==> src/rtl/fetch_buffer_pkg.sv <==
// Shared definitions for the instruction fetch buffer: defaults, FSM states and queue entry layout.
package fetch_buffer_pkg;

    localparam int          FB_DEPTH    = 4;
    localparam logic [31:0] FB_RESET_PC = 32'h0000_0000;

    typedef enum logic [1:0] {
        IDLE  = 2'd0,
        REQ   = 2'd1,
        DRAIN = 2'd2
    } fetch_state_t;

    typedef struct packed {
        logic [31:0] pc;
        logic [31:0] instr;
    } fetch_entry_t;

    function automatic logic [31:0] word_align(input logic [31:0] addr);
        return addr & 32'hFFFF_FFFC;
    endfunction

endpackage

==> src/rtl/fetch_fifo.sv <==
// Circular instruction queue of {pc, instr} with read/write pointers, occupancy count and flush.
module fetch_fifo
    import fetch_buffer_pkg::*;
#(
    parameter int DEPTH = FB_DEPTH,
    localparam int PW = $clog2(DEPTH),
    localparam int CW = PW + 1
) (
    input  logic          clk,
    input  logic          reset,
    input  logic          flush,
    input  logic          push,
    input  fetch_entry_t  push_data,
    input  logic          pop,
    output logic          not_empty,
    output fetch_entry_t  head,
    output logic [CW-1:0] count
);

    fetch_entry_t  mem [DEPTH];
    logic [PW-1:0] wr_ptr;
    logic [PW-1:0] rd_ptr;
    logic [CW-1:0] cnt_q;

    always_ff @(posedge clk or negedge reset) begin
        if (!reset) begin
            wr_ptr <= '0;
            rd_ptr <= '0;
            cnt_q  <= '0;
        end else if (flush) begin
            wr_ptr <= '0;
            rd_ptr <= '0;
            cnt_q  <= '0;
        end else begin
            if (push) wr_ptr <= wr_ptr + 1'b1;
            if (pop)  rd_ptr <= rd_ptr + 1'b1;
            cnt_q <= cnt_q + CW'(push) - CW'(pop);
        end
    end

    // Storage needs no reset: the head is masked to zero whenever the queue is empty.
    always_ff @(posedge clk) begin
        if (push && !flush) mem[wr_ptr] <= push_data;
    end

    assign count     = cnt_q;
    assign not_empty = (cnt_q != '0);
    assign head      = not_empty ? mem[rd_ptr] : '0;

endmodule

==> src/rtl/fetch_buffer.sv <==
// Instruction fetch unit: single-outstanding memory requester feeding an in-order instruction queue,
// with redirect flush and discard of in-flight data.
module fetch_buffer
    import fetch_buffer_pkg::*;
#(
    parameter int          DEPTH    = FB_DEPTH,
    parameter logic [31:0] RESET_PC = FB_RESET_PC
) (
    input  logic         clk,
    input  logic         reset,
    output logic         imem_req,
    output logic [31:0]  imem_addr,
    input  logic         imem_ack,
    input  logic [31:0]  imem_rdata,
    output logic         instr_valid,
    output logic [31:0]  instr,
    output logic [31:0]  instr_pc,
    input  logic         instr_ready,
    input  logic         redirect,
    input  logic [31:0]  redirect_pc,
    output fetch_state_t state_dbg
);

    localparam int CW = $clog2(DEPTH) + 1;

    fetch_state_t  state_q, state_d;
    logic [31:0]   fetch_pc_q, fetch_pc_d;
    logic [31:0]   req_addr_q;
    logic [CW-1:0] occ;
    logic [CW-1:0] occ_after_ack;
    logic          issue_now, keep_data, push, pop, credit_after_ack;
    fetch_entry_t  head;

    // Handshakes: memory side -- imem_req/imem_addr hold until the edge that samples imem_ack=1,
    // which completes the request; decoder side -- the head transfers on an edge with
    // instr_valid && instr_ready, unless redirect is high, which flushes instead.
    assign pop       = instr_valid && instr_ready && !redirect;
    assign issue_now = reset && (state_q == IDLE) && !redirect && (occ < CW'(DEPTH));
    assign keep_data = issue_now || (state_q == REQ);
    assign push      = keep_data && imem_ack && !redirect;

    // Occupancy seen by the next request if the current one completes now; never overflows
    // because a kept request only exists while occ < DEPTH.
    assign occ_after_ack    = occ + CW'(1) - CW'(pop);
    assign credit_after_ack = (occ_after_ack < CW'(DEPTH));

    always_comb begin
        state_d    = state_q;
        fetch_pc_d = fetch_pc_q;
        if (redirect)  fetch_pc_d = word_align(redirect_pc);
        else if (push) fetch_pc_d = fetch_pc_q + 32'd4;

        case (state_q)
            IDLE: begin
                if (issue_now) state_d = (imem_ack && !credit_after_ack) ? IDLE : REQ;
            end
            REQ: begin
                if (redirect)      state_d = imem_ack ? IDLE : DRAIN;
                else if (imem_ack) state_d = credit_after_ack ? REQ : IDLE;
            end
            DRAIN: begin
                if (imem_ack) state_d = IDLE;
            end
            default: state_d = IDLE;
        endcase
    end

    always_ff @(posedge clk or negedge reset) begin
        if (!reset) begin
            state_q    <= IDLE;
            fetch_pc_q <= word_align(RESET_PC);
            req_addr_q <= '0;
        end else begin
            state_q    <= state_d;
            fetch_pc_q <= fetch_pc_d;
            if (state_d == REQ) req_addr_q <= fetch_pc_d;
        end
    end

    // In DRAIN fetch_pc already holds the redirect target, so the bus shows the captured address.
    assign imem_req  = issue_now || (state_q != IDLE);
    assign imem_addr = (state_q != IDLE) ? req_addr_q : (issue_now ? fetch_pc_q : 32'h0);

    fetch_fifo #(.DEPTH(DEPTH)) u_fifo (
        .clk       (clk),
        .reset     (reset),
        .flush     (redirect),
        .push      (push),
        .push_data ('{pc: fetch_pc_q, instr: imem_rdata}),
        .pop       (pop),
        .not_empty (instr_valid),
        .head      (head),
        .count     (occ)
    );

    assign instr     = head.instr;
    assign instr_pc  = head.pc;
    assign state_dbg = state_q;

endmodule

==> config.mk <==
export PLATFORM = sky130hd
export DESIGN_NAME = fetch_buffer
export DESIGN_NICKNAME = d
export VERILOG_FILES = /design/src/rtl/fetch_buffer_pkg.sv /design/src/rtl/fetch_fifo.sv /design/src/rtl/fetch_buffer.sv
export SDC_FILE = /design/constraint.sdc
export NUM_CORES = 1
export LEC_CHECK = 0
export CORE_MARGIN = 8
export CORE_UTILIZATION = 60
export DETAILED_ROUTE_END_ITERATION = 7
export PLACE_DENSITY = 0.85
export SLEW_MARGIN = 40
export SYNTH_ARGS = -nofsm -noshare
export SYNTH_HDL_FRONTEND = slang
export SYNTH_SLANG_ARGS = --single-unit
export TNS_END_PERCENT = 30
==> constraint.sdc <==
create_clock -name clk -period 6.5 [get_ports clk]
set_clock_uncertainty 0.1 [all_clocks]
set_input_delay 0.975 -clock clk [delete_from_list [all_inputs] [get_ports clk]]
set_output_delay 0.975 -clock clk [all_outputs]
set_load 0.01 [all_outputs]
==> summary.md <==
| Metric | Value |
|---|---|
| DRT Wirelength | 29.2 mm |
| Commonest non-fill, non-tap cell in the layout | edfxtp_1 |
| Maximum clock frequency | 0.212 GHz |
| DRC errors left | 0 |
| Synthesized flop and latch total | 329 |
| Clk_lat worst skew | 500 ps |
| Grt ovf | 0 |
| Max-cap check violation count | 0 |
| Io pins | 169 |
| Yosys top cell by area | edfxtp_1 |
| Die width | 166 um |
| Critical path arrival | 3650 ps |
| Clock Tree Buf Depth | 3 |
| Status | complete, no violations |
| Number of global-route vias before repair | 8090 |
| HPWL after DPL | 18.7 mm |
| Vias per cell | 5.98 |
| Area growth, synth to finish | 24.1% |
| Row cnt | 55 |
| Setup crit end kind | output port |
| Synthesized area | 13500 um^2 |
| Die area | 27600 um^2 |
| Most frequent cells in the layout | edfxtp_1, clkdlybuf4s50_1, dfrtp_1, and2_1, mux4_2 |
| Worst-Margin Slew | 777 ps |
| Ys flop type | edfxtp_1 |
| Req. time, crit path | 5420 ps |
| Syn_area_per_cell | 18.1 um^2 |
| CTS Buf Count | 34 |
| Clock-pin slew on the worst setup and hold paths | 60 ps |
| Ant. Diodes | 0 |
| CP Max Fanout | 32 |
| Post-Layout Inst Area | 16700 um^2 |
| Setup CP Type | in2out |
| Register area share after synthesis | 70.5% |
| Post-CTS sizing | 0 |
| Synth area leaders | edfxtp_1, dfrtp_1, mux4_2, mux2_2, and2_1 |
| Synth top area share | 56.9% |
| Largest net degree at the start of global routing | 54 |
| Cell area power density | 385 nW/um^2 |
| Chip Height | 166 um |
| RSZ-0062 raised after global routing | no |
| CTS H-tree lvls | 2 |
| Gr usage total | 21.5% |
| Global-route wire length before repair | 46.2 mm |
| Starting DRC count in detailed routing | 513 |
| Final setup violating endpoints | 0 |
| CTS tree | yes |
| Placeable Area | 22400 um^2 |
| Period Utilization, post-route | 72.7% |
| Leakage | 5.71 nW |
| Post-Syn Nets | 824 |
| Via count | 7399 |
| Starting Density | 60.4% |
| Initial antenna violation count | 2 |
| Hold Violations, Final | 0 |
| Ratio of cells with drive above 1 in the final layout | 20.7% |
| Initial DRT Pass Iterations | 5 |
| Root Driver | clkbuf_16 |
| Pins Over Slew Limit | 0 |
| Post-route setup TNS | 0 ps |
| Post-CTS Setup Repair Bufs | 0 |
| DP Area | 15600 um^2 |
| Post-DRT Antenna Nets | 0 |
| Slew margin rel. | 48.0% |
| IO buf count | 166 |
| Ys Warns | 0 |
| CTS Hold Buffers Added | 0 |
| Maximum vdd drop | 0.256 mV |
| Post-synth cell types | 42 |
| CTS sink cnt | 329 |
| RePlAce Congestion | 0.812 |
| Number of flops mapped to enable cells by yosys | 256 |
| Wire length per cell | 23.6 um |
| Fraction of registers with async set/reset | 22.2% |
| Cell count after synthesis | 746 |
| Power, Total | 0.00644 W |
| Final net count | 1005 |
| Worst min-delay path category | in2async |
| Worst Setup Start Kind | primary input |
| Crit path time final | 4720 ps |
sequential cells by signal (all words and copies together), names as in the netlist:
| register | count |
|---|---|
| u_fifo.mem | 256 |
| req_addr_q | 32 |
| fetch_pc_q | 32 |
| u_fifo.wr_ptr | 2 |
| u_fifo.count | 3 |
| state_dbg | 2 |
| u_fifo.rd_ptr | 2 |
through the flow:
step	instances	util [%]	hold WS (ps)	worst slack, ps
after global placement	1166	69.0	373	1830
after detailed placement	1176	70.0	393	1800
after global routing	1237	74.9	320	1610
after floorplan	746	-	359	2870
final	1237	74.9	305	1780
after CTS	1237	74.9	302	1790
metal layers:
metal	GRT usage (%)	wire, um	part of all wire (%)	vias to the layer above
met4	6.09	587	2.0	4
met2	35.6	14500	50	270
met1	27.9	12100	41	3797
li1	-	-	-	3278
met3	5.44	1990	6.8	50
met5	0	23	0.079	-
layout make-up:
class | count | area (um^2)
clock buffers | 44 | 920
clock inverters | 17 | 183
fillers | 1282 | 5620
inverters | 13 | 48.8
multi-input cells | 364 | 3800
flip-flops and latches | 329 | 9520
well taps | 285 | 357
repair buffers | 185 | 1920
worst max-delay path, stage by stage:
cell and delay (ps):
buf_4 350, or3b_1 560, nor2_2 550, buf_4 390, a22o_1 230, clkdlybuf4s50_1 550
logic make-up after synthesis:
logic type	share of synthesized area, %
muxes	15.1
adders and majority gates	0.890
and+or+nand+nor	6.52
AOI/OAI and AO/OA	3.22
xor gates and xnor gates	2.21
DFF	70.5
buffers and inverters	1.60
Yosys cell counts, types with 11 or more instances:
master / count
edfxtp_1: 256
inv_1: 13
nand3_1: 14
mux4_2: 64
and2_1: 71
nor2_1: 17
clkbuf_1: 24
mux2_2: 48
xnor2_1: 27
dfrtp_1: 73
a21oi_1: 13
nand4_1: 11
a22o_1: 32
final timing paths:
check,from,to,slack [ps],cells past startpoint
hold / removal,reset,req_addr_q[17],300,1
hold reg to reg,req_addr_q[28],req_addr_q[28],400,1
setup / recovery,reset,imem_addr[28],1780,6
max in group asynchronous,reset,u_fifo.rd_ptr[0],4940,2
setup reg to reg,u_fifo.count[2],req_addr_q[20],2950,10
min in group clk,req_addr_q[28],req_addr_q[28],400,1
power by group:
group	internal (W)	total (W)	switching (W)
combinational	0.00107	0.00191	0.000841
clock	0.00116	0.00191	0.000750
sequential	0.00246	0.00262	0.000164
total	0.00469	0.00644	0.00175
(Power assumes the default switching activity.)
